$ cat config.mk
export PLATFORM = sky130hd
export DESIGN_NAME = mem_ctrl
export DESIGN_NICKNAME = d
export VERILOG_FILES = /design/src/rtl/mem_ctrl_pkg.sv /design/src/rtl/mem_ctrl.sv
export SDC_FILE = /design/constraint.sdc
export NUM_CORES = 1
export LEC_CHECK = 0
export CELL_PAD_IN_SITES_DETAIL_PLACEMENT = 1
export CELL_PAD_IN_SITES_GLOBAL_PLACEMENT = 1
export CORE_UTILIZATION = 30
export CTS_BUF_LIST = sky130_fd_sc_hd__clkbuf_16
export DETAILED_ROUTE_END_ITERATION = 10
export PLACE_DENSITY = 0.63
export RECOVER_POWER = 25
export REMOVE_ABC_BUFFERS = 1
export SLEW_MARGIN = 20
export SYNTH_ARGS = -nofsm -noshare
export SYNTH_HDL_FRONTEND = slang
export SYNTH_SLANG_ARGS = --single-unit
$ cat constraint.sdc
create_clock -name clk -period 4.5 [get_ports clk]
set_input_delay 1.35 -clock clk [delete_from_list [all_inputs] [get_ports clk]]
set_output_delay 1.35 -clock clk [all_outputs]
set_load 0.005 [all_outputs]
$ cat src/rtl/mem_ctrl_pkg.sv
// Shared types and constants for the memory controller: address/data types, access flags,
// controller state encodings, the IO address marker and a request-size normaliser.
// No ports; imported by mem_ctrl.
package mem_ctrl_pkg;

    typedef logic [31:0] addr_t;
    typedef logic [31:0] data_t;

    localparam logic READ_FLAG  = 1'b0;
    localparam logic WRITE_FLAG = 1'b1;
    localparam logic TRUE       = 1'b1;
    localparam logic FALSE      = 1'b0;

    // mem_a[17:16] value that marks the IO window
    localparam logic [1:0] MC_IO_ADDR_HI = 2'b11;

    typedef enum logic [1:0] {
        MC_IDLE  = 2'd0,
        MC_READ  = 2'd1,
        MC_WRITE = 2'd2
    } mc_state_e;

    typedef struct packed {
        logic       rw;
        logic [2:0] size;
        addr_t      addr;
        data_t      data;
    } lsu_req_t;

    // Anything other than 1 or 2 bytes is served as a full word
    function automatic logic [2:0] norm_size(input logic [2:0] size);
        return (size == 3'd1 || size == 3'd2) ? size : 3'd4;
    endfunction

endpackage

$ cat src/rtl/mem_ctrl.sv
// Purpose: arbitrates LSU data and icache fetch requests onto one byte-wide RAM port, serialising
//   1/2/4-byte little-endian accesses; one finish pulse per request. Read finish N+1 cycles after accept,
//   write finish N+2 cycles plus IO stall cycles. rdy=0 freezes all state; IO writes stall on io_buffer_full.
// Ports: clk/rst/rdy; LSU request (enable/rw/size/address/data) -> finish/data; icache request
//   (enable/address) -> finish/inst; rollback_signal; RAM port mem_din/mem_dout/mem_a/mem_wr; io_buffer_full.
module mem_ctrl
    import mem_ctrl_pkg::*;
#(
    parameter logic [1:0] IO_ADDR_HI = MC_IO_ADDR_HI
) (
    input  logic        clk,
    input  logic        rst,
    input  logic        rdy,
    input  logic        enable_signal_from_lsu,
    input  logic        rw_flag_from_lsu,
    input  logic [2:0]  size_from_lsu,
    input  logic [31:0] address_from_lsu,
    input  logic [31:0] data_from_lsu,
    output logic        finish_flag_to_lsu,
    output logic [31:0] data_to_lsu,
    input  logic        enable_signal_from_icache,
    input  logic [31:0] address_from_icache,
    output logic        finish_flag_to_icache,
    output logic [31:0] inst_to_icache,
    input  logic        rollback_signal,
    input  logic [7:0]  mem_din,
    output logic [7:0]  mem_dout,
    output logic [31:0] mem_a,
    output logic        mem_wr,
    input  logic        io_buffer_full
);

    mc_state_e  state_q;
    logic       owner_lsu_q;
    logic [2:0] idx_q;
    logic [2:0] size_q;
    addr_t      addr_q;
    data_t      wdata_q;
    data_t      shift_q;
    logic       pending_q;
    lsu_req_t   slot_q;
    logic       finish_lsu_q;
    logic       finish_ic_q;
    data_t      data_lsu_q;
    data_t      inst_q;
    addr_t      mem_a_q;
    logic [7:0] mem_dout_q;
    logic       mem_wr_q;

    lsu_req_t   lsu_new;
    lsu_req_t   lsu_sel;
    logic       lsu_req;
    logic       lsu_accept;
    logic       last_byte;
    logic       io_stall;
    data_t      shift_nxt;
    data_t      read_word;
    logic [7:0] wr_byte;

    always_comb begin
        lsu_new    = '{rw: rw_flag_from_lsu, size: norm_size(size_from_lsu),
                       addr: address_from_lsu, data: data_from_lsu};
        // A latched request and a fresh pulse never coexist, so the slot simply wins when full
        lsu_sel    = pending_q ? slot_q : lsu_new;
        lsu_req    = pending_q | enable_signal_from_lsu;
        lsu_accept = (state_q == MC_IDLE) && lsu_req;

        // Bytes enter at the top and walk down; the final word is right-aligned by size,
        // which leaves unused upper bytes at zero.
        shift_nxt  = {mem_din, shift_q[31:8]};
        case (size_q)
            3'd1:    read_word = {24'd0, shift_nxt[31:24]};
            3'd2:    read_word = {16'd0, shift_nxt[31:16]};
            default: read_word = shift_nxt;
        endcase
        last_byte  = (idx_q + 3'd1) == size_q;

        io_stall   = io_buffer_full && (addr_q[17:16] == IO_ADDR_HI);
        wr_byte    = wdata_q[{idx_q[1:0], 3'b000} +: 8];
    end

    always_ff @(posedge clk) begin
        if (rst) begin
            state_q      <= MC_IDLE;
            owner_lsu_q  <= FALSE;
            idx_q        <= '0;
            size_q       <= '0;
            addr_q       <= '0;
            wdata_q      <= '0;
            shift_q      <= '0;
            pending_q    <= FALSE;
            slot_q       <= '0;
            finish_lsu_q <= FALSE;
            finish_ic_q  <= FALSE;
            data_lsu_q   <= '0;
            inst_q       <= '0;
            mem_a_q      <= '0;
            mem_dout_q   <= '0;
            mem_wr_q     <= FALSE;
        end else if (rdy) begin
            finish_lsu_q <= FALSE;
            finish_ic_q  <= FALSE;
            mem_wr_q     <= FALSE;

            // Pulses arriving while busy are parked until the controller is idle again
            if (enable_signal_from_lsu && !lsu_accept) begin
                slot_q    <= lsu_new;
                pending_q <= TRUE;
            end else if (lsu_accept) begin
                pending_q <= FALSE;
            end

            case (state_q)
                MC_IDLE: begin
                    if (lsu_req) begin
                        owner_lsu_q <= TRUE;
                        addr_q      <= lsu_sel.addr;
                        size_q      <= lsu_sel.size;
                        wdata_q     <= lsu_sel.data;
                        idx_q       <= '0;
                        shift_q     <= '0;
                        if (lsu_sel.rw == WRITE_FLAG) begin
                            state_q <= MC_WRITE;
                        end else begin
                            state_q <= MC_READ;
                            mem_a_q <= lsu_sel.addr;
                        end
                    end else if (enable_signal_from_icache && !rollback_signal) begin
                        owner_lsu_q <= FALSE;
                        addr_q      <= address_from_icache;
                        size_q      <= 3'd4;
                        idx_q       <= '0;
                        shift_q     <= '0;
                        mem_a_q     <= address_from_icache;
                        state_q     <= MC_READ;
                    end
                end
                MC_READ: begin
                    if (!owner_lsu_q && rollback_signal) begin
                        // Flushed fetch: drop it silently, LSU work is never aborted
                        state_q <= MC_IDLE;
                    end else begin
                        shift_q <= shift_nxt;
                        if (last_byte) begin
                            state_q <= MC_IDLE;
                            if (owner_lsu_q) begin
                                finish_lsu_q <= TRUE;
                                data_lsu_q   <= read_word;
                            end else begin
                                finish_ic_q  <= TRUE;
                                inst_q       <= read_word;
                            end
                        end else begin
                            mem_a_q <= addr_q + 32'(idx_q) + 32'd1;
                            idx_q   <= idx_q + 3'd1;
                        end
                    end
                end
                MC_WRITE: begin
                    if (idx_q == size_q) begin
                        finish_lsu_q <= TRUE;
                        state_q      <= MC_IDLE;
                    end else if (!io_stall) begin
                        mem_wr_q   <= TRUE;
                        mem_a_q    <= addr_q + 32'(idx_q);
                        mem_dout_q <= wr_byte;
                        idx_q      <= idx_q + 3'd1;
                    end
                end
                default: state_q <= MC_IDLE;
            endcase
        end
    end

    assign finish_flag_to_lsu    = finish_lsu_q;
    assign data_to_lsu           = data_lsu_q;
    assign finish_flag_to_icache = finish_ic_q;
    assign inst_to_icache        = inst_q;
    assign mem_a                 = mem_a_q;
    assign mem_dout              = mem_dout_q;
    assign mem_wr                = mem_wr_q;

endmodule

## Yosys cells after proc, flatten, opt, wreduce, memory -nomap -nowiden

Index checks and enable logic that the tools add are counted.

| word-level totals | value |
|---|---|
| register bits after elaboration | 281 |
| input bits | 115 |
| output and inout port bits | 107 |

| operators by class | value |
|---|---|
| add/sub/neg operators | 3 |
| equal/unequal tests | 17 |
| shift-type cells | 1 |
| mux-type cells | 48 |
| bitwise gates (word level) | 5 |
| reductions and logical operators | 25 |

Operators with widths:

| cell | count |
|---|---|
| $mux W32 | 11 |
| $pmux W32 S2 | 2 |
| $pmux W32 S3 | 1 |
| $mux W68 | 1 |
| $add A32 B1 Y32 const B | 1 |
| $add A32 B3 Y32 | 1 |
| $shiftx A32 B6 Y8 | 1 |
| $mux W3 | 9 |
| $mux W1 | 15 |
| $mux W2 | 6 |
| $reduce_and A4 Y1 | 3 |
| $ne A2 B2 Y1 const B | 5 |
| $reduce_and A5 Y1 | 2 |
| $pmux W3 S3 | 1 |
| $reduce_and A8 Y1 | 1 |
| $reduce_and A7 Y1 | 1 |
| $eq A3 B1 Y1 const B | 2 |
| $eq A3 B2 Y1 const B | 2 |
| $eq A3 B3 Y1 | 2 |
| $ne A3 B3 Y1 const B | 2 |
| $pmux W2 S3 | 1 |
| $reduce_and A3 Y1 | 2 |
| $reduce_bool A2 Y1 | 3 |
| $logic_and A1 B1 Y1 | 5 |
| other kinds (12) | 19 |

## Logic depth before layout (Yosys ltp)

| logic depth | value |
|---|---|
| depth after elaboration | 7 |
| mapped depth | 13 |
| depth with buffers taken out | 12 |

## Worst setup path before layout

No wires, ideal clock.

| timing path | value |
|---|---|
| kind | input to register |
| start point | input port enable_signal_from_lsu |
| end point | register mem_a_q[31] (netlist: mem_a[31]) |
| arrival time | 3.352 ns |
| slack | 1.086 ns |
| stages | 9 |
| buffers on the path | 1 |
| path through | clkbuf_1 -> and3b_1 -> a21oi_1 -> nor2_1 -> a2111oi_4 -> o21ai_1 -> or3b_1 -> or4_1 -> nand3_1 |

| between the ends | value |
|---|---|
| longest elaborated chain between the ends | 3 |

RTL lines:

| element | line | text |
|---|---|---|
| start, declared | mem_ctrl.sv:14 | `input logic enable_signal_from_lsu,` |
| $or A1 B1 Y1 * | mem_ctrl.sv:65 | `lsu_req = pending_q \| enable_signal_from_lsu;` |
| $ne A3 B3 Y1 (no line), or another cell as far along | - |  |
| $reduce_and A8 Y1 (no line) or $pmux W32 S3 (tied branches) | - |  |
| end signal, assigned | mem_ctrl.sv:126 | `mem_a_q <= lsu_sel.addr;` |
| end signal, assigned | mem_ctrl.sv:134 | `mem_a_q <= address_from_icache;` |
| end signal, assigned | mem_ctrl.sv:154 | `mem_a_q <= addr_q + 32'(idx_q) + 32'd1;` |
| end, declared | mem_ctrl.sv:46 | `addr_t mem_a_q;` |

Mark *: on every way between the ends. The rest lies on a longest branch, timed or not.
A chain may end at the register's enable or synchronous reset.

## Final worst setup path

| timing path | value |
|---|---|
| start point | input port enable_signal_from_lsu |
| end point | register slot_q[29] (netlist name) |

| between the ends | value |
|---|---|
| longest elaborated chain between the ends | 5 |

RTL lines:

| element | line | text |
|---|---|---|
| $or A1 B1 Y1 | mem_ctrl.sv:65 |  |
| $logic_and A1 B1 Y1 | mem_ctrl.sv:66 | `lsu_accept = (state_q == MC_IDLE) && lsu_req;` |
| $logic_not A1 Y1 | mem_ctrl.sv:106 | `if (enable_signal_from_lsu && !lsu_accept) begin` |
| $logic_and A1 B1 Y1 * | mem_ctrl.sv:106 |  |
| $reduce_and A2 Y1 (no line) * | - |  |
| end signal, assigned | mem_ctrl.sv:107 | `slot_q <= lsu_new;` |
| end, declared | mem_ctrl.sv:41 | `lsu_req_t slot_q;` |

Marked as above.

==> results.md <==
Yosys:
- The number of different library cells in the post-synthesis netlist is 98.
- The number of enable-type register cells in the synthesized netlist is 0.
- The top flip-flop cell by instance count after synthesis is dfxtp_1.
- The cell count after synthesis is 1,744.
- After synthesis the netlist holds a flip-flop and latch count of 273.
- The combined area of all synthesized cells is 13,800 um2.
- For this run, asynchronously set or reset flops after synthesis account for 0%.
- The post-synthesis sequential area ratio is 39.7%.
- Averaged over all synthesized cells, the footprint is 7.90 um2.
- The Yosys step of the flow raised 0 warnings.

STA:
- The final hold slack is 0.452 ns.
- The final count of pins violating max slew is 0.
- The setup violation total in the final timing report is 0.
- For the final database, setup skew stands at 0.0264 ns.
- Measured against its own limit, the worst slew margin works out to 11.5%.
- Setup repair after global routing left no endpoint under its margin.
- The maximum frequency from static timing analysis is 0.257 GHz.
- At the pin with the least slew margin, the transition time is 1.33 ns.
- The final critical path takes up 86.6% of the cycle.
- The final hold violation count is 0.
- The minimum clock period is 3.90 ns.
- After routing, the total negative slack on setup checks comes to 0 ns.

Die:
- The die is 216 um tall.
- The core footprint is 45,400 um2.
- From left edge to right edge, the die measures 216 um.
- The floorplan step defined a die boundary enclosing 46,800 um2.
- The number of rows in the core area is 78.
- Pin placement for this block handled 222 I/O pins.
- The starting utilization of the core area is 30.4%.

Layout:
- The library cell used most frequently in the layout, excluding fill and tap cells, is nand2_1.
- The top cell types in the final layout, fill and taps aside, are 287 x nand2_1, 272 x dfxtp_1, 251 x a21oi_1.
- The count of antenna diodes in the layout is 0.
- Of the cells placed in the final design, the portion with a size suffix greater than 1 is 7.24%.
- For this run, the number of standard cells in the final layout without fillers is 2,519.
- After routing the design area is 17,600 um2.
- The synthesis-to-finish area growth is 27.5%.
- The final layout net count is 2,019.

Global routing:
- The via count of the first global-routing pass is 13,578.
- Global routing finished with a remaining overflow of 0.
- The initial antenna violation count came to 1.
- The global-route usage over all layers is 19.9%.
- The first global-routing pass estimated 75.0 mm of wire.
- Entering global routing, the biggest net connects 166 pins.

Critical path:
- The worst flop-to-flop path endpoint is mem_a[30]$_SDFFE_PP0P_.
- The critical path ends at slot_q[29]$_SDFFE_PP0P_.
- The launching element of the worst setup path is enable_signal_from_lsu.
- Broken down by cell family, the worst path's largest delay share belongs to buffers and inverters.
- The cell count of the worst reg-to-reg path is 11.
- The critical path's most frequent cell is clkbuf_2.
- The kind of critical path is in2reg.
- The longest individual stage delay on the worst path is 1.05 ns.
- Of all nets on the critical path, the largest fanout is 48.
- Counting buffers and inverters, the worst setup path is 6 cells deep.
- The worst setup path is launched from a primary input.
- In this run the critical register-to-register path is launched from addr_q[0]$_SDFFE_PP0P_.
- For the worst setup path, the data required time is 4.95 ns.
- For flop-to-flop paths, the worst setup slack is 0.70 ns.
- Among all stages on the critical path, the largest delay is contributed by clkbuf_2.
- Together, buffers and inverters on the worst path number 3.
- Walking the worst path, the cells encountered are clkbuf_1 -> clkbuf_2 -> and3_2 -> clkbuf_2 -> nand2_1 -> a21oi_1.
- The critical path endpoint category is a flip-flop.
- Data arrives at the worst endpoint at 4.35 ns.

Detailed routing:
- The overall routed net length is 47.0 mm.
- The first detailed-routing pass ran for 4 iterations.
- Across all layers, the routed design uses 13,186 vias.
- The violation count after the first detailed-routing iteration is 676.
- In this run the remaining antenna-violating nets after routing total 0.
- The detailed-route wire length per cell is 18.6 um.
- The detailed-route DRC error count is 0.
- The average via count per standard cell is 5.23.

Place:
- In this run the tool buffered the top-level ports with 221 buffer cells.
- The congestion estimate from routability-driven global placement came to 0.842.
- The placed instances occupy a cell area of 16,500 um2.
- The number of placed instances with taps included is 2,458.
- The final HPWL from detailed placement is 32.0 mm.

Clocking:
- The later pin in the worst-skew pair is clocked with a latency of 0.55 ns.
- TritonCTS built the clock tree.
- The number of H-tree levels is 2.
- Clock-pin slew was measured on the worst setup and hold paths at 0.06 ns.
- The post-CTS setup buffer count is 0.
- The number of buffers added by the clock tree synthesis step is 34.
- The sink count of the clock tree is 273.
- The total of cells resized after clock tree synthesis is 0.
- No sink is reached through more buffers than the 3 on the longest clock path.
- The number of hold buffers added after CTS is 0.
- The cell at the root of the clock tree is clkbuf_16.

Flow run:
- Across the run, the number of max-cap violations was 0.

Pwr:
- Summed over all cells, the static leakage comes to 6.18 nW.
- The worst-case IR drop observed on VDD is 0.176 mV.
- The design draws 6.16 mW.
- For this design the ratio of total power to cell area is 351 nW/um2.

Min path:
- The worst hold path belongs to the class reg2reg.

Outcome:
- The run finished with clean final reports.
-- where the power goes --
group / switching, mW / internal (mW)
sequential: 0.0978 / 2.52
clock: 1.10 / 1.55
combinational: 0.513 / 0.375
-- tightest hold or removal path: stages, from the launching register on --
cell and delay [ns]:
dfxtp_1 0.30, nand2_1 0.05, a21oi_1 0.05
-- state kept, by name, summed over array words and instances, names as in the netlist, 2 cells and up --
| name | cells |
|---|---|
| addr_q | 32 |
| size_q | 3 |
| mem_a | 32 |
| slot_q | 68 |
| wdata_q | 32 |
| data_to_lsu | 32 |
| inst_to_icache | 32 |
| mem_dout | 8 |
| state_q | 2 |
| idx_q | 3 |
| shift_q | 24 |
-- Yosys cell counts (8+ instances only) --
master / number / share of area [%]
a211oi_1: 61 / 3.3
a21oi_1: 251 / 9.1
a22oi_1: 10 / 0.54
and3_1: 22 / 1.0
buf_1: 20 / 0.54
clkbuf_1: 112 / 3.1
dfxtp_1: 273 / 40
ha_1: 9 / 0.82
inv_1: 19 / 0.52
mux2i_1: 78 / 5.7
mux4_2: 8 / 1.3
nand2_1: 287 / 7.8
nand2b_1: 9 / 0.41
nand3_1: 83 / 3.0
nand4_1: 12 / 0.54
nor2_1: 193 / 5.3
nor2b_1: 14 / 0.64
nor3_1: 20 / 0.73
nor4_1: 9 / 0.41
o21ai_0: 52 / 1.9
o22ai_1: 8 / 0.36
o31ai_1: 8 / 0.44
xnor2_1: 25 / 1.6
xor2_1: 12 / 0.76
-- layout make-up --
type                    instances  area [um2]
clock inverters                27         208
flip-flops and latches        273        5470
multi-input cells            1308        7710
fillers                      5399       27800
repair buffers                257        2500
inverters                      20        75.1
clock buffers                  34         851
well taps                     600         751
-- layer usage --
| layer | part of all wire [%] | up-vias | wire, um | global-route usage [%] |
|---|---|---|---|---|
| met1 | 46 | 6456 | 21800 | 26.0 |
| met5 | 0 | - | 0 | 0 |
| met3 | 3.7 | 53 | 1740 | 2.69 |
| met4 | 2.0 | 0 | 924 | 5.87 |
| li1 | - | 6435 | - | - |
| met2 | 48 | 242 | 22500 | 34.1 |
-- how the worst min path moves through the flow --
stage                                   end                          from  slack, ns  depth (start not counted)
2_1_floorplan      shift_q[10]$_SDFFE_PP0P_      shift_q[10]$_SDFFE_PP0P_       0.43                          2
3_3_place_gp        slot_q[17]$_SDFFE_PP0P_       slot_q[17]$_SDFFE_PP0P_       0.44                          2
3_5_place_dp        shift_q[9]$_SDFFE_PP0P_       shift_q[9]$_SDFFE_PP0P_       0.45                          2
4_1_cts             shift_q[9]$_SDFFE_PP0P_       shift_q[9]$_SDFFE_PP0P_       0.46                          2
5_1_grt             slot_q[19]$_SDFFE_PP0P_       slot_q[19]$_SDFFE_PP0P_       0.47                          2
6_report       data_to_lsu[18]$_SDFFE_PP0P_  data_to_lsu[18]$_SDFFE_PP0P_       0.45                          2
-- stage by stage --
step	worst slack, ns	utilization [%]
after global routing	0.269	38.7
after detailed placement	0.438	36.4
final	0.602	38.7
after floorplan	-0.648	-
after CTS	0.745	38.8
after global placement	0.487	36.4
-- logic make-up after synthesis --
kind of cell	count (synthesis)	share of synthesized area (%)
AO/OA/AOI/OAI	469	21.4
XOR/XNOR	38	2.51
adder cells (fa/ha/maj)	10	0.962
buffers and inverters	163	4.75
flip-flops	273	39.7
multiplexers	87	7.05
AND/OR/NAND/NOR	704	23.6
No activity file was read; power rests on OpenSTA's default activity.
